`config.mk`:
```
export PLATFORM = sky130hd
export DESIGN_NAME = cnn_frame_sequencer
export DESIGN_NICKNAME = d
export VERILOG_FILES = /design/src/rtl/cnn_pkg.sv /design/src/rtl/seq_addr_gen.sv /design/src/rtl/cnn_frame_sequencer.sv
export SDC_FILE = /design/constraint.sdc
export NUM_CORES = 1
export LEC_CHECK = 0
export CAP_MARGIN = 0
export CELL_PAD_IN_SITES_DETAIL_PLACEMENT = 1
export CELL_PAD_IN_SITES_GLOBAL_PLACEMENT = 1
export CORE_ASPECT_RATIO = 0.75
export CORE_MARGIN = 2
export CORE_UTILIZATION = 24
export DETAILED_ROUTE_END_ITERATION = 10
export PLACE_DENSITY_LB_ADDON = 0.1
export SYNTH_ARGS = -nofsm -noshare
export SYNTH_HDL_FRONTEND = slang
export SYNTH_SLANG_ARGS = --single-unit
```
`constraint.sdc`:
```
create_clock -name clk -period 2.5 [get_ports clk]
set_clock_uncertainty 0.05 [all_clocks]
set_input_delay 0.375 -clock clk [delete_from_list [all_inputs] [get_ports clk]]
set_output_delay 0.375 -clock clk [all_outputs]
set_load 0.05 [all_outputs]
```
`src/rtl/cnn_pkg.sv`:
```
// Shared constants and FSM encodings for the MNIST CNN pipeline blocks.
// Pixel and class widths are common to fc_layer, comparator and sequencer.
package cnn_pkg;

  localparam int FRAME_PIXELS = 784;
  localparam int PIX_BIT      = 8;
  localparam int CLASS_BIT    = 4;

  localparam logic [CLASS_BIT-1:0] CLASS_TIMEOUT = 4'hF;

  typedef enum logic [1:0] {
    ST_IDLE,
    ST_FLUSH,
    ST_STREAM,
    ST_WAIT
  } seq_state_e;

endpackage

```
`src/rtl/seq_addr_gen.sv`:
```
// Pixel RAM address generator: per-image base accumulator plus pixel counter.
// The base advances by one frame per image, so no multiplier is needed.
module seq_addr_gen #(
  parameter int FRAME_PIXELS = cnn_pkg::FRAME_PIXELS,
  parameter int ADDR_BIT     = 16
) (
  input  logic                clk,
  input  logic                rst,
  input  logic                clear,
  input  logic                step,
  input  logic                next_img,
  output logic [ADDR_BIT-1:0] mem_addr,
  output logic                last_pix
);

  localparam int PIX_W = $clog2(FRAME_PIXELS + 1);

  localparam logic [ADDR_BIT-1:0] FRAME_STEP =
    ADDR_BIT'(FRAME_PIXELS);
  localparam logic [PIX_W-1:0] PIX_LAST =
    PIX_W'(FRAME_PIXELS - 1);

  logic [ADDR_BIT-1:0] base_q, base_d;
  logic [PIX_W-1:0]    pix_q, pix_d;

  assign last_pix = (pix_q == PIX_LAST);
  assign mem_addr = base_q + ADDR_BIT'(pix_q);

  always_comb begin
    base_d = base_q;
    pix_d  = pix_q;
    if (clear) begin
      base_d = '0;
      pix_d  = '0;
    end else if (next_img) begin
      base_d = base_q + FRAME_STEP;
      pix_d  = '0;
    end else if (step) begin
      pix_d = last_pix ? '0 : pix_q + PIX_W'(1);
    end
  end

  always_ff @(posedge clk) begin
    if (rst) begin
      base_q <= '0;
      pix_q  <= '0;
    end else begin
      base_q <= base_d;
      pix_q  <= pix_d;
    end
  end

endmodule

```
`src/rtl/cnn_frame_sequencer.sv`:
```
// Batch sequencer: flushes, streams and collects one decision per image.
// Define SEQ_TIMEOUT_EN to add the per-image WAIT timeout and timeout_err.
module cnn_frame_sequencer #(
  parameter int FRAME_PIXELS = cnn_pkg::FRAME_PIXELS,
  parameter int PIX_BIT      = cnn_pkg::PIX_BIT,
  parameter int ADDR_BIT     = 16,
  parameter int IMG_BIT      = 8,
  parameter int CLASS_BIT    = cnn_pkg::CLASS_BIT,
  parameter int FLUSH_CYCLES = 2
`ifdef SEQ_TIMEOUT_EN
  , parameter int TIMEOUT_CYCLES = 4096
`endif
) (
  input  logic                 clk,
  input  logic                 rst,
  input  logic                 start,
  input  logic [IMG_BIT-1:0]   num_images,
  output logic                 mem_rd_en,
  output logic [ADDR_BIT-1:0]  mem_addr,
  input  logic [PIX_BIT-1:0]   mem_rd_data,
  output logic [PIX_BIT-1:0]   pix_data,
  output logic                 pix_valid,
  output logic                 pipe_rst,
  input  logic                 dec_valid,
  input  logic [CLASS_BIT-1:0] dec_class,
  output logic                 result_valid,
  output logic [CLASS_BIT-1:0] result_class,
  output logic [IMG_BIT-1:0]   result_index,
  output logic                 busy,
  output logic                 done,
  output logic                 timeout_err
);

  import cnn_pkg::*;

  localparam int FL_W = $clog2(FLUSH_CYCLES + 1);

  localparam logic [FL_W-1:0] FLUSH_LAST =
    FL_W'(FLUSH_CYCLES - 1);

  seq_state_e state_q, state_d;

  logic [IMG_BIT-1:0]   num_q, num_d;
  logic [IMG_BIT-1:0]   img_q, img_d;
  logic [FL_W-1:0]      flush_q, flush_d;
  logic                 pv_q, pv_d;
  logic                 res_v_q, res_v_d;
  logic [CLASS_BIT-1:0] res_cls_q, res_cls_d;
  logic [IMG_BIT-1:0]   res_idx_q, res_idx_d;
  logic                 done_q, done_d;
  logic                 busy_q, busy_d;
  logic                 tmo_err_q, tmo_err_d;

  logic start_ok;
  logic last_img;
  logic flush_end;
  logic last_pix;
  logic tmo_hit;
  logic fire;
  logic step;
  logic clear;
  logic next_img;

  assign start_ok  = (state_q == ST_IDLE) && start;
  assign last_img  = (img_q == num_q - IMG_BIT'(1));
  assign flush_end = (flush_q == FLUSH_LAST);

`ifdef SEQ_TIMEOUT_EN
  localparam int TMO_W = $clog2(TIMEOUT_CYCLES + 1);

  localparam logic [TMO_W-1:0] TMO_LAST =
    TMO_W'(TIMEOUT_CYCLES - 1);

  logic [TMO_W-1:0] timer_q, timer_d;

  assign tmo_hit = (timer_q == TMO_LAST) && !dec_valid;

  always_comb begin
    timer_d = '0;
    if (state_q == ST_WAIT && !fire) begin
      timer_d = timer_q + TMO_W'(1);
    end
  end

  always_ff @(posedge clk) begin
    if (rst) timer_q <= '0;
    else     timer_q <= timer_d;
  end
`else
  assign tmo_hit = 1'b0;
`endif

  assign fire = (state_q == ST_WAIT) && (dec_valid || tmo_hit);

  seq_addr_gen #(
    .FRAME_PIXELS (FRAME_PIXELS),
    .ADDR_BIT     (ADDR_BIT)
  ) u_addr_gen (
    .clk      (clk),
    .rst      (rst),
    .clear    (clear),
    .step     (step),
    .next_img (next_img),
    .mem_addr (mem_addr),
    .last_pix (last_pix)
  );

  always_ff @(posedge clk) begin
    if (rst) state_q <= ST_IDLE;
    else     state_q <= state_d;
  end

  always_comb begin
    state_d = state_q;
    unique case (state_q)
      ST_IDLE: begin
        if (start && num_images != '0) state_d = ST_FLUSH;
      end
      ST_FLUSH: begin
        if (flush_end) state_d = ST_STREAM;
      end
      ST_STREAM: begin
        if (last_pix) state_d = ST_WAIT;
      end
      ST_WAIT: begin
        if (fire) state_d = last_img ? ST_IDLE : ST_FLUSH;
      end
      default: state_d = ST_IDLE;
    endcase
  end

  always_comb begin
    mem_rd_en = (state_q == ST_STREAM);
    pipe_rst  = (state_q == ST_FLUSH);
    step      = (state_q == ST_STREAM);
    clear     = start_ok;
    next_img  = fire && !last_img;
  end

  always_comb begin
    num_d     = num_q;
    img_d     = img_q;
    flush_d   = '0;
    pv_d      = mem_rd_en;
    res_v_d   = fire;
    res_cls_d = res_cls_q;
    res_idx_d = res_idx_q;
    done_d    = 1'b0;
    busy_d    = busy_q;
    tmo_err_d = tmo_err_q;

    if (start_ok) begin
      num_d     = num_images;
      img_d     = '0;
      busy_d    = (num_images != '0);
      done_d    = (num_images == '0);
      tmo_err_d = 1'b0;
    end

    if (state_q == ST_FLUSH && !flush_end) begin
      flush_d = flush_q + FL_W'(1);
    end

    // Decoder wins if it answers on the very cycle the timer expires
    if (fire) begin
      res_cls_d = dec_valid ? dec_class : CLASS_TIMEOUT;
      res_idx_d = img_q;
      if (tmo_hit) tmo_err_d = 1'b1;
      if (last_img) begin
        done_d = 1'b1;
        busy_d = 1'b0;
      end else begin
        img_d = img_q + IMG_BIT'(1);
      end
    end
  end

  always_ff @(posedge clk) begin
    if (rst) begin
      num_q     <= '0;
      img_q     <= '0;
      flush_q   <= '0;
      pv_q      <= 1'b0;
      res_v_q   <= 1'b0;
      res_cls_q <= '0;
      res_idx_q <= '0;
      done_q    <= 1'b0;
      busy_q    <= 1'b0;
      tmo_err_q <= 1'b0;
    end else begin
      num_q     <= num_d;
      img_q     <= img_d;
      flush_q   <= flush_d;
      pv_q      <= pv_d;
      res_v_q   <= res_v_d;
      res_cls_q <= res_cls_d;
      res_idx_q <= res_idx_d;
      done_q    <= done_d;
      busy_q    <= busy_d;
      tmo_err_q <= tmo_err_d;
    end
  end

  assign pix_valid    = pv_q;
  assign pix_data     = pv_q ? mem_rd_data : '0;
  assign result_valid = res_v_q;
  assign result_class = res_cls_q;
  assign result_index = res_idx_q;
  assign busy         = busy_q;
  assign done         = done_q;

`ifdef SEQ_TIMEOUT_EN
  assign timeout_err = tmo_err_q;
`else
  assign timeout_err = 1'b0;
`endif

endmodule

```
==> impl_metrics.toml <==
[status]
outcome = "complete, but fails checks"
violations = "setup timing"

[power]
leak_uw = 0.00193
irDropWorstVdd_mv = 0.368
pwr_density_cell_nw_per_um2 = 662
finalPower_uw = 3260

[worst_setup_path]
startpoint_type_of_the_worst_setup_path = "register"
timing.critical_path.slowest_stage_cell = "dfxtp_2"
critPathMaxFanout = 3
critPathArrivalTime_ns = 2.25
critPathKind = "register to output port"
crit_path_end_kind = "output port"
cp_slowest_stage_delay_ns = 0.34
cp_cell_sequence = "ha_4, a21o_1, a21oi_2, nor2b_1, o21a_1, o22a_2, nand2_2, xnor2_1, bufbuf_16"
worst_ep_required_time_ns = 2.08

[timing]
min_period_ns = 2.67
setup-violations-final = 6
worst-slew-pin-transition_ns = 0.729
setup_repair_after_global_routing_missed_its_margin = "true"
timing.fmax_ghz = 0.374
finalHoldWorstSlack_ns = 0.380
total_negative_slack_for_setup_checks_ns = -0.749
timing.slew.headroom_pct = 50.9
final_hold_viol_count = 0
layout_setup_ws_ns = -0.173
final_max_slew_viol_count = 0
layout_worst_path_cycle_share_pct = 107

[place]
pre_cts_slack_ns = -0.0338
hpwl_microns = 7670
place.gp.congestion = 0.754
placement.io_buffers = 65

[grt]
first_global_vias = 3271
overflow = 0
grt_first_pass_wirelength_microns = 16700
groute.usage.overall_pct = 14.2
grt_antenna_before_repair = 0
grt_max_degree = 16

[clock_network]
cts_made_buffers = 9
cts.sinks = 58
h_tree_level_count = 3
root_buffer = "clkbuf_16"
clock_slew_at_reported_path_ffs_ns = 0.05
cts-root-to-sink-buffers = 2
worst_skew_pair.late_latency_ns = 0.33
cts_tree = "done"

[synthesis]
dominantRegCellSynth = "dfxtp_1"
synth.distinct_cells = 58
yosysSeqAreaShare_pct = 34.7
synth_nets = 459
postSynthCellCount = 418
synth_area_sq_um = 3340
synth_edf_count = 0
synth_seq_cells = 58
async_reset_ff_share_pct = 0
syn_area_per_cell_sq_um = 8.00
yosys_warnings = 0

[final_layout]
n_antenna_cell = 0
final_nets = 546
multiInputGateArea_sq_um = 2150
area_growth_syn_to_layout_pct = 47.5
fillerInstances = 1588
drive_gt1_share_pct = 21.6
seq_area_sq_um = 1170

[routing]
drt_drc_violations_left = 0
detailroute.via_count = 3174
drt_wl_total_microns = 10000
drt_pass1_iterations = 4
drt.antenna.violating_nets = 0
vias_per_inst = 4.64
drt_first_iter_violations = 122
post_dr_wirelength_cell_microns = 14.6

[run]
max_cap_viol = 0

[floorplan]
coreArea_sq_um = 13700
die_area_sq_um = 14900
pin_count = 67
floorplan.die.height_microns = 106
dieWidth_microns = 140
rows = 37
start_util_pct = 24.5

[min_path]
hold_class = "register to register"
[timing repair]
item,in CTS,in global routing
setup buffers,2,1
endpoints found under the setup margin,8,33
cloned,0,0
resized for setup,18,12
hold buffers,0,0
pin swaps,11,15
[registers in the layout, indices dropped and copies added, names as in the netlist]
name and count:
img_q 8, flush_q 2, busy 1, state_q 2, u_addr_gen.base_q 12, pix_valid 1, num_q 8, result_index 8
result_valid 1, u_addr_gen.pix_q 10, result_class 4, done 1
[worst paths after layout]
check,startpoint,depth (start not counted),slack (ns),to
setup reg to reg,num_q[0],10,0.16,u_addr_gen.pix_q[7]
setup / recovery,u_addr_gen.base_q[5],9,-0.17,mem_addr[11]
hold / removal,flush_q[0],1,0.38,flush_q[0]
hold reg to reg,flush_q[0],1,0.38,flush_q[0]
[cells in the final DEF, fill, tap and decap left out, types with 7 or more instances in the layout]
master / instances
nand2_1: 69
dfxtp_1: 54
clkdlybuf4s50_1: 45
buf_4: 45
nor2_1: 41
a21oi_1: 35
xnor2_1: 15
inv_1: 14
ha_1: 13
and2_1: 12
buf_12: 10
nand3_1: 9
clkbuf_16: 9
xor2_1: 7
o21ai_0: 7
[cells in the mapped netlist (all sizes together), types with 9 or more instances]
library cell / number / share of area (%)
a21oi: 39 / 6.3
nand2: 71 / 8.0
nor2: 42 / 4.7
and2: 12 / 2.2
inv: 15 / 1.7
buf: 12 / 2.5
xnor2: 18 / 4.7
xor2: 9 / 2.4
clkbuf: 14 / 1.6
dfxtp: 58 / 35
nand3: 11 / 1.6
ha: 16 / 6.0
[power breakdown]
| group | total (uW) | internal [uW] | switching (uW) | leakage, uW |
|---|---|---|---|---|
| combinational | 962 | 385 | 577 | 0.00131 |
| sequential | 1040 | 983 | 60.4 | 0.000471 |
| clock | 1260 | 844 | 415 | 0.000152 |
| total | 3260 | 2210 | 1050 | 0.00193 |
[per-layer routing]
layer  wire length [microns]  global-route usage, %  up-vias
met3                     310                   3.11       10
met5                       0                      0        -
li1                        -                      -     1602
met2                    4340                   21.7       41
met1                    5230                   19.6     1521
met4                     126                   5.05        0
[critical path: cells and delay by family, from the launching register on]
family | cells | cell delay (ns)
AOI/OAI and AO/OA | 4 | 0.81
xor gates and xnor gates | 1 | 0.11
adders and majority gates | 1 | 0.23
buffers and inverters | 1 | 0.30
DFF | 1 | 0.34
and+or+nand+nor | 2 | 0.13
[layout make-up]
class	count	area share, %
clock inverters	2	0.710
inverters	15	1.14
clock buffers	13	5.48
well taps	175	4.44
repair buffers	102	20.9
flip-flops and latches	58	23.6
multi-input cells	319	43.7
[stage by stage]
stage                     std cells  utilization [%]  cell area (sq um)
after floorplan                 418                -               3390
after global placement          666             32.7               4470
after detailed placement        666             32.7               4470
after CTS                       683             35.5               4850
after global routing            684             36.1               4930
final                           684             36.1               4930
[cells by family (layout without fill, tap and decap cells)]
logic type | after synthesis | in the layout | synth area share (%)
and+or+nand+nor | 183 | 183 | 27.0
AOI/OAI and AO/OA | 84 | 84 | 16.6
DFF | 58 | 58 | 34.7
buffers and inverters | 41 | 132 | 5.80
xor gates and xnor gates | 27 | 27 | 7.07
adders and majority gates | 17 | 17 | 6.58
muxes | 7 | 7 | 2.13
other | 1 | 1 | 0.112
Note: power is estimated with default switching activity, not from simulation.
